===== config.mk =====
export PLATFORM = sky130hd
export DESIGN_NAME = fetch_seq
export DESIGN_NICKNAME = d
export VERILOG_FILES = /design/src/rtl/fetch_pkg.sv /design/src/rtl/ret_stack.sv /design/src/rtl/fetch_seq.sv
export SDC_FILE = /design/constraint.sdc
export NUM_CORES = 1
export LEC_CHECK = 0
export ABC_AREA = 1
export CAP_MARGIN = 20
export CORE_UTILIZATION = 40
export CTS_CLUSTER_SIZE = 14
export DETAILED_ROUTE_END_ITERATION = 8
export PLACE_DENSITY_LB_ADDON = 0.05
export REMOVE_ABC_BUFFERS = 1
export SYNTH_ARGS = -nofsm -noshare
export SYNTH_HDL_FRONTEND = slang
export SYNTH_HIERARCHICAL = 1
export SYNTH_SLANG_ARGS = --single-unit

===== constraint.sdc =====
create_clock -name CLK -period 2.55 [get_ports CLK]
set_input_delay 0.3825 -clock CLK [delete_from_list [all_inputs] [get_ports CLK]]
set_output_delay 0.3825 -clock CLK [all_outputs]
set_load 0.1 [all_outputs]

===== src/rtl/fetch_pkg.sv =====
// fetch_pkg: shared state type and program address map for fetch_seq.
package fetch_pkg;
    typedef enum logic [1:0] {IDLE = 2'd0, RUN = 2'd1, HALT = 2'd2} fetch_state_t;
    localparam int MAX_PROGS = 8;
    localparam int unsigned PROG_START [MAX_PROGS] = '{66, 299, 609, 0, 0, 0, 0, 0};
    localparam int unsigned PROG_END   [MAX_PROGS] = '{299, 609, 772, 0, 0, 0, 0, 0};
endpackage


===== src/rtl/ret_stack.sv =====
// ret_stack: circular LIFO of return addresses; a push when full drops the oldest
// entry and a pop when empty leaves the pointer alone, both raising a sticky err.
module ret_stack
    import fetch_pkg::*;
#(
    parameter int DEPTH = 4,
    parameter int W = 16
) (
    input  logic         clk,
    input  logic         rst,
    input  logic         push,
    input  logic         pop,
    input  logic [W-1:0] din,
    output logic [W-1:0] top,
    output logic         full,
    output logic         empty,
    output logic         err
);
    localparam int PW = $clog2(DEPTH);
    localparam int CW = $clog2(DEPTH + 1);
    logic [W-1:0]  mem [DEPTH];
    logic [PW-1:0] ptr;
    logic [CW-1:0] cnt;
    assign full  = cnt == CW'(DEPTH);
    assign empty = cnt == '0;
    assign top   = mem[ptr - PW'(1)];
    always_ff @(posedge clk) begin
        if (push && !rst) mem[ptr] <= din;
    end
    always_ff @(posedge clk) begin
        if (rst) begin
            ptr <= '0;
            cnt <= '0;
            err <= 1'b0;
        end else if (push) begin
            ptr <= ptr + PW'(1);
            if (full) err <= 1'b1;
            else cnt <= cnt + CW'(1);
        end else if (pop) begin
            if (empty) err <= 1'b1;
            else begin
                ptr <= ptr - PW'(1);
                cnt <= cnt - CW'(1);
            end
        end
    end
endmodule


===== src/rtl/fetch_seq.sv =====
// fetch_seq: multi-program PC sequencer with absolute/relative branches and stall.
// Define FETCH_RAS_EN to build the Call/Ret hardware return stack.
module fetch_seq
    import fetch_pkg::*;
#(
    parameter int PC_W = 16,
    parameter int NUM_PROGS = 3,
    parameter int RAS_DEPTH = 4
) (
    input  logic                           CLK,
    input  logic                           Reset,
    input  logic                           Start,
    input  logic                           Stall,
    input  logic                           Branch_abs,
    input  logic                           Branch_rel_z,
    input  logic                           Branch_rel_nz,
    input  logic                           ALU_zero,
    input  logic                           Call,
    input  logic                           Ret,
    input  logic [PC_W-1:0]                Target,
    output logic [PC_W-1:0]                PC,
    output logic                           DONE,
    output logic                           All_done,
    output logic [$clog2(NUM_PROGS+1)-1:0] Prog_idx,
    output logic                           Ras_err
);
    localparam int IW = $clog2(NUM_PROGS + 1);
    fetch_state_t    state;
    logic [2:0]      sel;
    logic [PC_W-1:0] prog_start, prog_end, pc_inc, pc_rel, pc_next, ras_top;
    logic            run, at_end, advance, take_rel, call_en, ret_en, ras_empty;
    assign sel        = 3'(Prog_idx);
    assign prog_start = PC_W'(PROG_START[sel]);
    assign prog_end   = PC_W'(PROG_END[sel]);
    assign run        = state == RUN;
    assign at_end     = run && PC == prog_end;
    assign advance    = run && !at_end && !Stall;
    assign pc_inc     = PC + PC_W'(1);
    assign pc_rel     = PC + Target;
    assign take_rel   = (Branch_rel_z && ALU_zero) || (Branch_rel_nz && !ALU_zero);
    assign pc_next    = Branch_abs ? Target :
                        call_en    ? Target :
                        ret_en     ? (ras_empty ? pc_inc : ras_top) :
                        take_rel   ? pc_rel : pc_inc;
`ifdef FETCH_RAS_EN
    logic ras_full, unused_ras;
    assign call_en = Call;
    assign ret_en  = Ret;
    // Stack only moves on cycles where the PC actually takes the call/ret path
    ret_stack #(.DEPTH(RAS_DEPTH), .W(PC_W)) u_ras (
        .clk   (CLK),
        .rst   (Reset),
        .push  (advance && !Branch_abs && Call),
        .pop   (advance && !Branch_abs && !Call && Ret),
        .din   (pc_inc),
        .top   (ras_top),
        .full  (ras_full),
        .empty (ras_empty),
        .err   (Ras_err)
    );
    assign unused_ras = ras_full;
`else
    logic unused_ras;
    assign call_en    = 1'b0;
    assign ret_en     = 1'b0;
    assign ras_top    = '0;
    assign ras_empty  = 1'b1;
    assign Ras_err    = 1'b0;
    assign unused_ras = ^{Call, Ret};
`endif
    always_ff @(posedge CLK) begin
        if (Reset) begin
            state    <= IDLE;
            PC       <= '0;
            DONE     <= 1'b0;
            All_done <= 1'b0;
            Prog_idx <= '0;
        end else if (run) begin
            if (at_end) begin
                state    <= HALT;
                DONE     <= 1'b1;
                Prog_idx <= Prog_idx + IW'(1);
                All_done <= Prog_idx + IW'(1) == IW'(NUM_PROGS);
            end else if (advance) PC <= pc_next;
        end else if (Start && Prog_idx < IW'(NUM_PROGS)) begin
            state <= RUN;
            PC    <= prog_start;
            DONE  <= 1'b0;
        end
    end
endmodule


## Word-level counts from Yosys, hierarchy flattened

Memory sizes are Yosys's and may differ from the RTL's.
Cells that the tools add are included.
Widths: inputs -> output; s select.

| storage, ports and cells | value |
|---|---|
| flip-flop bits (word level) | 22 |
| memories kept | 2 |
| logic and storage cells | 49 |
| latch bits | 0 |
| input bits | 26 |
| RAM bits | 0 |
| memory bits (read-only) | 512 |

Memories:

| memory | words | width | rd ports | clocked after memory_dff | wr ports | RTL line | RTL |
|---|---|---|---|---|---|---|---|
| (name not given) | 8 | 32 | 1 | 0 | 0 | fetch_seq.sv:34 | `assign prog_end = PC_W'(PROG_END[sel]);` |
| (name not given) | 8 | 32 | 1 | 0 | 0 | fetch_seq.sv:33 | `assign prog_start = PC_W'(PROG_START[sel]);` |

| cells by class | value |
|---|---|
| equal/unequal tests | 6 |
| bitwise gates (word level) | 1 |
| shifts and indexed selects | 0 |
| mux-type cells | 16 |
| divide/modulo/power cells | 0 |
| multipliers | 0 |
| reduce and logical (&&, ||, !) cells | 14 |
| $add $sub $neg | 3 |
| magnitude comparators | 2 |

Operators with widths:

| operator | count |
|---|---|
| $mux 16 | 10 |
| $add 16x1->16 const B | 1 |
| $add 16x16->16 | 1 |
| $eq 16x16->1 | 1 |
| $logic_and 1x1->1 | 6 |
| $mux 2 | 3 |
| $ge 4x4->1 const B | 1 |
| $ne 2x1->1 const B | 2 |
| $not 2->4 | 1 |
| $reduce_and 2->1 | 2 |
| $logic_not 1->1 | 3 |
| $mux 1 | 3 |
| $reduce_and 3->1 | 1 |
| $add 2x1->2 const B | 1 |
| $eq 2x1->1 const B | 1 |
| $eq 2x2->1 const B | 1 |
| $lt 2x2->1 const B | 1 |
| $ne 2x2->1 const B | 1 |
| $reduce_bool 2->1 | 1 |
| $logic_or 1x1->1 | 1 |

## Depth between registers and ports, before layout

Gate-level depths: netlist of run 1.

| depth | value |
|---|---|
| depth after elaboration | 12 |
| mapped depth | 17 |

## Worst setup path after synthesis of run 1

OpenSTA, ideal clock, no wires.

| path | value |
|---|---|
| path kind | register -> register |
| from | register Prog_idx[0] |
| to | register PC[2] |
| stages on the path, launching flop included | 12 |
| path slack | -0.016 ns |
| data arrival time | 2.449 ns |
| clock period less this slack | 2.566 ns |
| required time | 2.434 ns |
| path through | dfxtp_1 inv_1 ha_1 o21bai_2 o21ai_0 nor2_2 nand3_2 nand2_4 nand2_4 buf_6 o21ai_1 nor2_1 |

| between the ends | value |
|---|---|
| word-level cells in the longest chain between the ends | 11 |
| elaborated cells between the ends (all ways) | 20 |
| those cells by class | order compare: 1; eq/ne: 3; mux: 6; bitwise: 1; reduce/logical: 7; memory: 2 |

RTL lines:

| item | RTL line | RTL |
|---|---|---|
| start: declaration | fetch_seq.sv:24 | `output logic [$clog2(NUM_PROGS+1)-1:0] Prog_idx,` |
| start signal: assignment | fetch_seq.sv:82 | `Prog_idx <= Prog_idx + IW'(1);` |
| $not 2->4 (not written as such) | fetch_seq.sv:33, fetch_seq.sv:34 |  |
| $mem_v2 8x32 | n/a |  |
| $mux 16 (not written as such) (2 in series) | fetch_seq.sv:34 |  |
| $eq 16x16->1 | fetch_seq.sv:36 | `assign at_end = run && PC == prog_end;` |
| $logic_and 1x1->1 | fetch_seq.sv:36 |  |
| $logic_not 1->1 | fetch_seq.sv:37 | `assign advance = run && !at_end && !Stall;` |
| $logic_and 1x1->1 (2 in series) | fetch_seq.sv:37 |  |
| $ne 2x1->1 (no source line) | n/a |  |
| $reduce_and 3->1 (no source line) | n/a |  |
| end signal: assignment | fetch_seq.sv:84 | `end else if (advance) PC <= pc_next;` |
| end signal: assignment | fetch_seq.sv:87 | `PC <= prog_start;` |
| end: declaration | fetch_seq.sv:21 | `output logic [PC_W-1:0] PC,` |

Parallel ways exist; a longest one is shown, timed or not. The select of a mux whose other input is x is not followed.
A chain may end at the register's enable or synchronous reset.

## Worst setup path after layout of run 1

| path | value |
|---|---|
| from | input ALU_zero |
| to | register PC[6] |

| between the ends | value |
|---|---|
| word-level cells in the longest chain between the ends | 8 |
| elaborated cells between the ends (all ways) | 9 |
| those cells by class | mux: 5; reduce/logical: 4 |

RTL lines:

| item | RTL line | RTL |
|---|---|---|
| start: declaration | fetch_seq.sv:17 | `input logic ALU_zero,` |
| $logic_not 1->1 | fetch_seq.sv:40 | `assign take_rel = (Branch_rel_z && ALU_zero) \|\| (Branch_rel_nz && !ALU_zero);` |
| $logic_and 1x1->1 | fetch_seq.sv:40 |  |
| $logic_or 1x1->1 (*) | fetch_seq.sv:40 |  |
| $mux 16 (*) | fetch_seq.sv:44 | `take_rel ? pc_rel : pc_inc;` |
| $mux 16 (*) | fetch_seq.sv:41 | `assign pc_next = Branch_abs ? Target :` |
| $mux 16 (*) | fetch_seq.sv:84 |  |
| $mux 16 (*) | fetch_seq.sv:79 | `if (at_end) begin` |
| $mux 16 (*) | fetch_seq.sv:78 | `end else if (run) begin` |

Every way passes the cells marked *; elsewhere a longest branch is shown, timed or not. The select of a mux whose other input is x is not followed.

==> impl_metrics.json, run 1 <==
{
  "setup.worst_path.end_class": "flip-flop",
  "timing.slew.headroom_pct": 53.5,
  "final_core_utilization_pct": 55.2,
  "timing.fmax_ghz": 0.439,
  "detailedPlace.worstSlack_ns": -0.469,
  "critical_path_arrival_ns": 2.44,
  "max-cap-violations": 0,
  "critical_path_class": "in -> reg",
  "min-delay-path-class": "reg -> reg",
  "avgRoutedWirePerCell_microns": 12.8,
  "ys_top_cells_by_count": "sky130_fd_sc_hd__nand2_1, sky130_fd_sc_hd__inv_1, sky130_fd_sc_hd__nor2_1",
  "die_h_microns": 79.7,
  "power_per_cell_area_nw_per_um2": 396,
  "netSwitchingFraction_pct": 45.1,
  "dominantRegCellSynth": "sky130_fd_sc_hd__dfxtp_1",
  "critical_path_peak_fanout": 4,
  "grt_overflow": 0,
  "clock_path_buffers": 2,
  "setup_viol": 0,
  "post_synthesis_async_set_or_reset_flop_share_pct": 0,
  "post_route_cells_drive_above_1_share_pct": 15.8,
  "portBuffers": 43,
  "synth-warning-count": 6,
  "placed_cells_incl_taps": 554,
  "count_of_final_hold_check_violations": 0,
  "combinationalPowerShare_pct": 50.6,
  "gp_routability_congestion": 0.846,
  "finalSetupTns_ns": 0,
  "placedInstanceArea_sq_um": 2940,
  "ant_nets": 0,
  "timing_worst_slew_pin_value_ns": 0.697,
  "number_of_buffers_created_by_cts": 3,
  "detail_route.iter0.violations": 155,
  "netlist.area_leader.share_pct": 19.0,
  "netlist-cell-type-count": 35,
  "fin_crit_sh_pct": 89.4,
  "netlist.top_cell.by_area": "sky130_fd_sc_hd__nand2_1",
  "placementRows": 27,
  "stdcell_count": 560,
  "detail_route.drc_violations": 0,
  "initial_core_util_pct": 42.6,
  "layout_setup_ws_ns": 0.270,
  "coreArea_sq_um": 5680,
  "die_width_microns": 79.7,
  "dieArea_sq_um": 6360,
  "grt_setup_unrepaired": "false",
  "stdcell_area_sq_um": 3130,
  "netSwitchingPower_mw": 0.560,
  "floorplan.io_pins": 47,
  "netlist_area_sq_um": 2420,
  "post-dp-hpwl_mm": 5.43,
  "worst_setup_path_start_kind": "input pin",
  "tritoncts_num_sinks": 21,
  "final.setup_skew_ns": 0.00717,
  "clockRootBuffer": "sky130_fd_sc_hd__clkbuf_8",
  "report.final.slew_viol_count": 0,
  "ir_worst_vdd_uv": 331,
  "syn_avg_cell_area_sq_um": 5.57,
  "maximum_number_of_pins_on_one_net_before_global_route_repair": 19,
  "relative_contribution_of_the_clock_network_to_total_power_pct": 18.4,
  "route.detailed.vias_per_inst": 5.00,
  "antenna_found_initial": 0,
  "ys_top_cells_by_area": "sky130_fd_sc_hd__nand2_1, sky130_fd_sc_hd__dfxtp_1, sky130_fd_sc_hd__inv_1, sky130_fd_sc_hd__ha_1, sky130_fd_sc_hd__nor2_1",
  "clk_transition_reported_paths_ns": 0.08,
  "drt_wl_total_mm": 7.19,
  "detail_route.first_pass.iterations": 4,
  "worst_skew_pair.late_latency_ns": 0.27,
  "nNetsFinal": 535,
  "h-tree-depth": 1,
  "outcome": "completed",
  "synth.ff_latch_count": 21,
  "synth.most_common_cell": "sky130_fd_sc_hd__nand2_1",
  "clock_tree_from_tritoncts": "yes",
  "global_route_wire_length_before_repair_mm": 11.3,
  "seq_area_frac_synth_pct": 17.4,
  "grt_use_total_pct": 22.8,
  "leakage_nw": 1.68,
  "internal_power_mw": 0.682,
  "via_count_of_the_first_global_routing_pass": 2411,
  "synth_enable_flop_cells": 0,
  "antenna_cells_inserted": 0,
  "vias": 2799,
  "nFillCells": 622,
  "post-route-min-period_ns": 2.28,
  "cell_count_after_synthesis": 434,
  "seq_power_share_pct": 31.0,
  "critPathRequiredTime_ns": 2.71,
  "area_growth_pct": 29.7
}
## metrics by stage
step	total power [mW]	hold WS, ns
finish	1.24	0.448
global placement	0.979	0.436
global route	1.32	0.473
floorplan	0.793	0.452
CTS	1.22	0.452
detailed placement	0.983	0.441
## cells in the final DEF, fill, tap and decap left out, types with 12 or more instances in the layout
cell type                         instances
sky130_fd_sc_hd__o21ai_0                 12
sky130_fd_sc_hd__ha_1                    17
sky130_fd_sc_hd__dfxtp_1                 21
sky130_fd_sc_hd__inv_1                   80
sky130_fd_sc_hd__clkdlybuf4s50_1         20
sky130_fd_sc_hd__nand2_1                116
sky130_fd_sc_hd__a21oi_1                 35
sky130_fd_sc_hd__nand3_1                 32
sky130_fd_sc_hd__nor2_1                  53
sky130_fd_sc_hd__buf_4                   35
## cell type report
| type | instances | area [sq um] | area share (%) |
|---|---|---|---|
| repair buffers | 60 | 541 | 17.2 |
| flip-flops and latches | 21 | 420 | 13.4 |
| clock inverters | 1 | 5.00 | 0.160 |
| clock buffers | 3 | 41.3 | 1.32 |
| multi-input cells | 319 | 1720 | 54.8 |
| inverters | 84 | 319 | 10.2 |
| well taps | 72 | 90.1 | 2.87 |
## critical path, stage by stage
cell	delay [ns]
sky130_fd_sc_hd__dlymetal6s2s_1	0.13
sky130_fd_sc_hd__o21ai_1	0.11
sky130_fd_sc_hd__buf_4	0.15
sky130_fd_sc_hd__clkinvlp_4	0.16
sky130_fd_sc_hd__or2_4	0.30
sky130_fd_sc_hd__ha_4	0.16
sky130_fd_sc_hd__fa_2	0.37
sky130_fd_sc_hd__nand2_1	0.10
sky130_fd_sc_hd__nand3_2	0.11
sky130_fd_sc_hd__a21oi_1	0.14
sky130_fd_sc_hd__o21ai_0	0.09
sky130_fd_sc_hd__nand2_1	0.06
sky130_fd_sc_hd__inv_1	0.04
sky130_fd_sc_hd__nor2_1	0.09
sky130_fd_sc_hd__nor2_1	0.04
## worst paths after layout
kind                                 end  cells past startpoint  slack [ns]        start
worst max-delay path               PC[6]                     15        0.27     ALU_zero
worst min-delay path            All_done                      2        0.45     All_done
worst max register to register     PC[6]                     11        0.44  Prog_idx[1]
worst min register to register  All_done                      2        0.45     All_done
## state kept, by name (all words and copies together), names as in the netlist
name      cells
state         1
Prog_idx      2
All_done      1
PC           16
DONE          1
## logic make-up (layout without fill, tap and decap cells)
| family | Yosys count | count (layout) | synth area share, % |
|---|---|---|---|
| other | 1 | 1 | 0.155 |
| XOR/XNOR | 1 | 1 | 0.363 |
| buffers and inverters | 94 | 148 | 15.5 |
| adder cells (fa/ha/maj) | 20 | 20 | 10.7 |
| flip-flops | 21 | 21 | 17.4 |
| AO/OA/AOI/OAI | 60 | 60 | 13.7 |
| AND/OR/NAND/NOR | 237 | 237 | 42.2 |
## layer usage
layer | global-route usage [%] | vias to the layer above | routed length, microns
li1 | - | 1464 | -
met1 | 31.4 | 1254 | 3390
met2 | 38.6 | 73 | 3250
met3 | 2.74 | 8 | 473
met4 | 3.27 | 0 | 85
met5 | 0 | - | 0
## repair_timing
item / in CTS / in global routing
setup endpoints to repair: 14 / 14
gates resized for setup: 11 / 19
endpoints found under the hold margin: 0 / 0
hold buffers: 0 / 0
pin swaps: 2 / 9
gates cloned: 0 / 1
setup buffers: 0 / 1
## power by group through the flow
| stage | combinational [mW] | clock (mW) | sequential [mW] |
|---|---|---|---|
| 6_report | 0.629 | 0.229 | 0.385 |
| 5_1_grt | 0.688 | 0.245 | 0.388 |
| 4_1_cts | 0.603 | 0.232 | 0.385 |
| 3_5_place_dp | 0.591 | 0 | 0.392 |
| 3_3_place_gp | 0.588 | 0 | 0.391 |
| 2_1_floorplan | 0.271 | 0 | 0.522 |
(Power assumes the default switching activity.)
==> run 2, diff against run 1 <==
--- a/config.mk
+++ b/config.mk
@@ -7,6 +7,7 @@
 export LEC_CHECK = 0
 export ABC_AREA = 1
 export CAP_MARGIN = 20
+export CORE_ASPECT_RATIO = 1.1
 export CORE_UTILIZATION = 40
 export CTS_CLUSTER_SIZE = 14
 export DETAILED_ROUTE_END_ITERATION = 8
==> run 2 against run 1 <==
  * Setup slack better by 0.091 ns
  * Power rose by 2.8%
  * Routed wire length is 4.9% higher
  * Sequential power is essentially flat
  * Register-to-register slack hardly changed
  * Die area about the same
  * Fmax is 4.2% higher
  * Critical endpoint unchanged
==> impl_metrics.json, run 2 (same netlist as run 1, synthesis figures left out) <==
{
  "grt_setup_unrepaired": "false",
  "portBuffers": 43,
  "critical_path_arrival_ns": 2.35,
  "count_of_final_hold_check_violations": 0,
  "timing.slew.headroom_pct": 55.4,
  "die_h_microns": 83.5,
  "detail_route.first_pass.iterations": 4,
  "cp_top_family": "simple AND/OR/NAND/NOR gates",
  "vias": 2817,
  "outcome": "completed",
  "worst_path_largest_cell_delay_ns": 0.44,
  "area_growth_pct": 33.8,
  "power_per_cell_area_nw_per_um2": 395,
  "post-dp-hpwl_mm": 5.74,
  "worst_skew_pair.late_latency_ns": 0.27,
  "mostFrequentLayoutCell": "sky130_fd_sc_hd__nand2_1",
  "clock_path_buffers": 2,
  "route.detailed.vias_per_inst": 4.92,
  "fin_crit_sh_pct": 85.8,
  "h-tree-depth": 1,
  "critical_path_peak_fanout": 4,
  "detail_route.drc_violations": 0,
  "floorplan.io_pins": 47,
  "gp_routability_congestion": 0.869,
  "antenna_found_initial": 0,
  "placementRows": 29,
  "dieArea_sq_um": 6360,
  "setup.worst_path.end_class": "flip-flop",
  "leakage_nw": 1.71,
  "worst-path-buf-inv": 2,
  "timing_worst_slew_pin_value_ns": 0.668,
  "grt_use_total_pct": 24.5,
  "critPathRequiredTime_ns": 2.71,
  "initial_core_util_pct": 41.6,
  "via_count_of_the_first_global_routing_pass": 2628,
  "largest_register": "PC",
  "setup_viol": 0,
  "tritoncts_num_sinks": 21,
  "final_core_utilization_pct": 55.7,
  "ant_nets": 0,
  "detail_route.iter0.violations": 112,
  "coreArea_sq_um": 5810,
  "finalSetupTns_ns": 0,
  "maximum_number_of_pins_on_one_net_before_global_route_repair": 19,
  "drt_wl_total_mm": 7.55,
  "largest_register_ff_count": 16,
  "ir_worst_vdd_uv": 248,
  "avgRoutedWirePerCell_microns": 13.2,
  "post-route-min-period_ns": 2.19,
  "grt_overflow": 0,
  "post_route_cells_drive_above_1_share_pct": 19.8,
  "number_of_buffers_created_by_cts": 3,
  "worst_setup_path_start_kind": "input pin",
  "timing.fmax_ghz": 0.457,
  "clk_transition_reported_paths_ns": 0.09,
  "nNetsFinal": 543,
  "cp_cell_sequence": "clkdlybuf4s50_1 -> or2_4 -> ha_4 -> fa_2 -> nand2_1 -> nand3_1 -> a21oi_1 -> o21ai_0 -> nand2_1 -> inv_1 -> nor2_1 -> nor2_1",
  "clock_tree_from_tritoncts": "yes",
  "max-cap-violations": 0,
  "layout_top_registers": "PC: 16 flops, Prog_idx: 2 flops",
  "critical_path_class": "in -> reg",
  "leading_cell_types_in_the_layout_fill_and_taps_excluded": "sky130_fd_sc_hd__nand2_1, sky130_fd_sc_hd__inv_1, sky130_fd_sc_hd__nor2_1",
  "post_cts_hold_buffer_count": 0,
  "antenna_cells_inserted": 0,
  "report.final.slew_viol_count": 0,
  "clockRootBuffer": "sky130_fd_sc_hd__clkbuf_8",
  "die_width_microns": 76.1,
  "global_route_wire_length_before_repair_mm": 12.5,
  "final.setup_skew_ns": 0.00952,
  "min-delay-path-class": "reg -> reg",
  "timing.critical_path.slowest_stage_cell": "sky130_fd_sc_hd__clkdlybuf4s50_1"
}
## run 2: per-stage QoR
| step | power (mW) | setup WS, ns | instance area [sq um] | cells | hold slack, ns |
|---|---|---|---|---|---|
| after floorplan | 0.793 | -0.0459 | 2360 | 424 | 0.452 |
| after global placement | 0.994 | -0.475 | 2980 | 564 | 0.443 |
| after detailed placement | 0.995 | -0.518 | 2980 | 564 | 0.444 |
| after CTS | 1.24 | 0.0250 | 3080 | 570 | 0.459 |
| after global routing | 1.36 | 0.221 | 3230 | 573 | 0.474 |
| final | 1.28 | 0.361 | 3230 | 573 | 0.456 |
## run 2: worst min-delay path: stages (launching register included)
cell	delay [ns]
sky130_fd_sc_hd__dfxtp_1	0.32
sky130_fd_sc_hd__inv_1	0.05
sky130_fd_sc_hd__a21oi_1	0.05
## run 2: cell type report
class	count	area, sq um
clock buffers	3	41.3
clock inverters	1	5.00
fillers	631	2570
inverters	84	320
multi-input cells	319	1760
flip-flops and latches	21	420
well taps	77	96.3
repair buffers	68	584
## run 2: path summary, 6_finish.rpt
kind              endpoint        start  slack, ns  cells after the start
setup / recovery     PC[6]    Target[0]       0.36                     12
hold / removal    All_done     All_done       0.46                      2
setup reg to reg     PC[6]  Prog_idx[1]       0.43                     11
hold reg to reg   All_done     All_done       0.46                      2
## run 2: per-layer routing
layer  GRT usage, %  wire, microns  up-vias
li1               -              -     1479
met1           32.6           3530     1277
met2           42.6           3580       54
met3           1.75            337        7
met4           6.82            102        0
met5              0              0        -
## run 2: repair_timing
item,CTS,global route
setup endpoints to repair,14,14
resized for setup,11,34
buffers inserted,1,3
pin swaps,2,20
gates cloned,1,0
## run 2: report_power, final
part           total, mW  leakage, nW  internal, mW  switching (mW)
Combinational      0.658         1.51         0.240           0.418
Sequential         0.386        0.172         0.349          0.0375
Clock              0.232       0.0255         0.109           0.123
==> run 3, diff against run 2 <==
--- a/config.mk
+++ b/config.mk
@@ -6,6 +6,7 @@
 export NUM_CORES = 1
 export LEC_CHECK = 0
 export ABC_AREA = 1
+export ABC_CLOCK_PERIOD_IN_PS = 2550
 export CAP_MARGIN = 20
 export CORE_ASPECT_RATIO = 1.1
 export CORE_UTILIZATION = 40
==> results of run 3 <==
Final layout, timing and power as in run 2 (identical DEF).
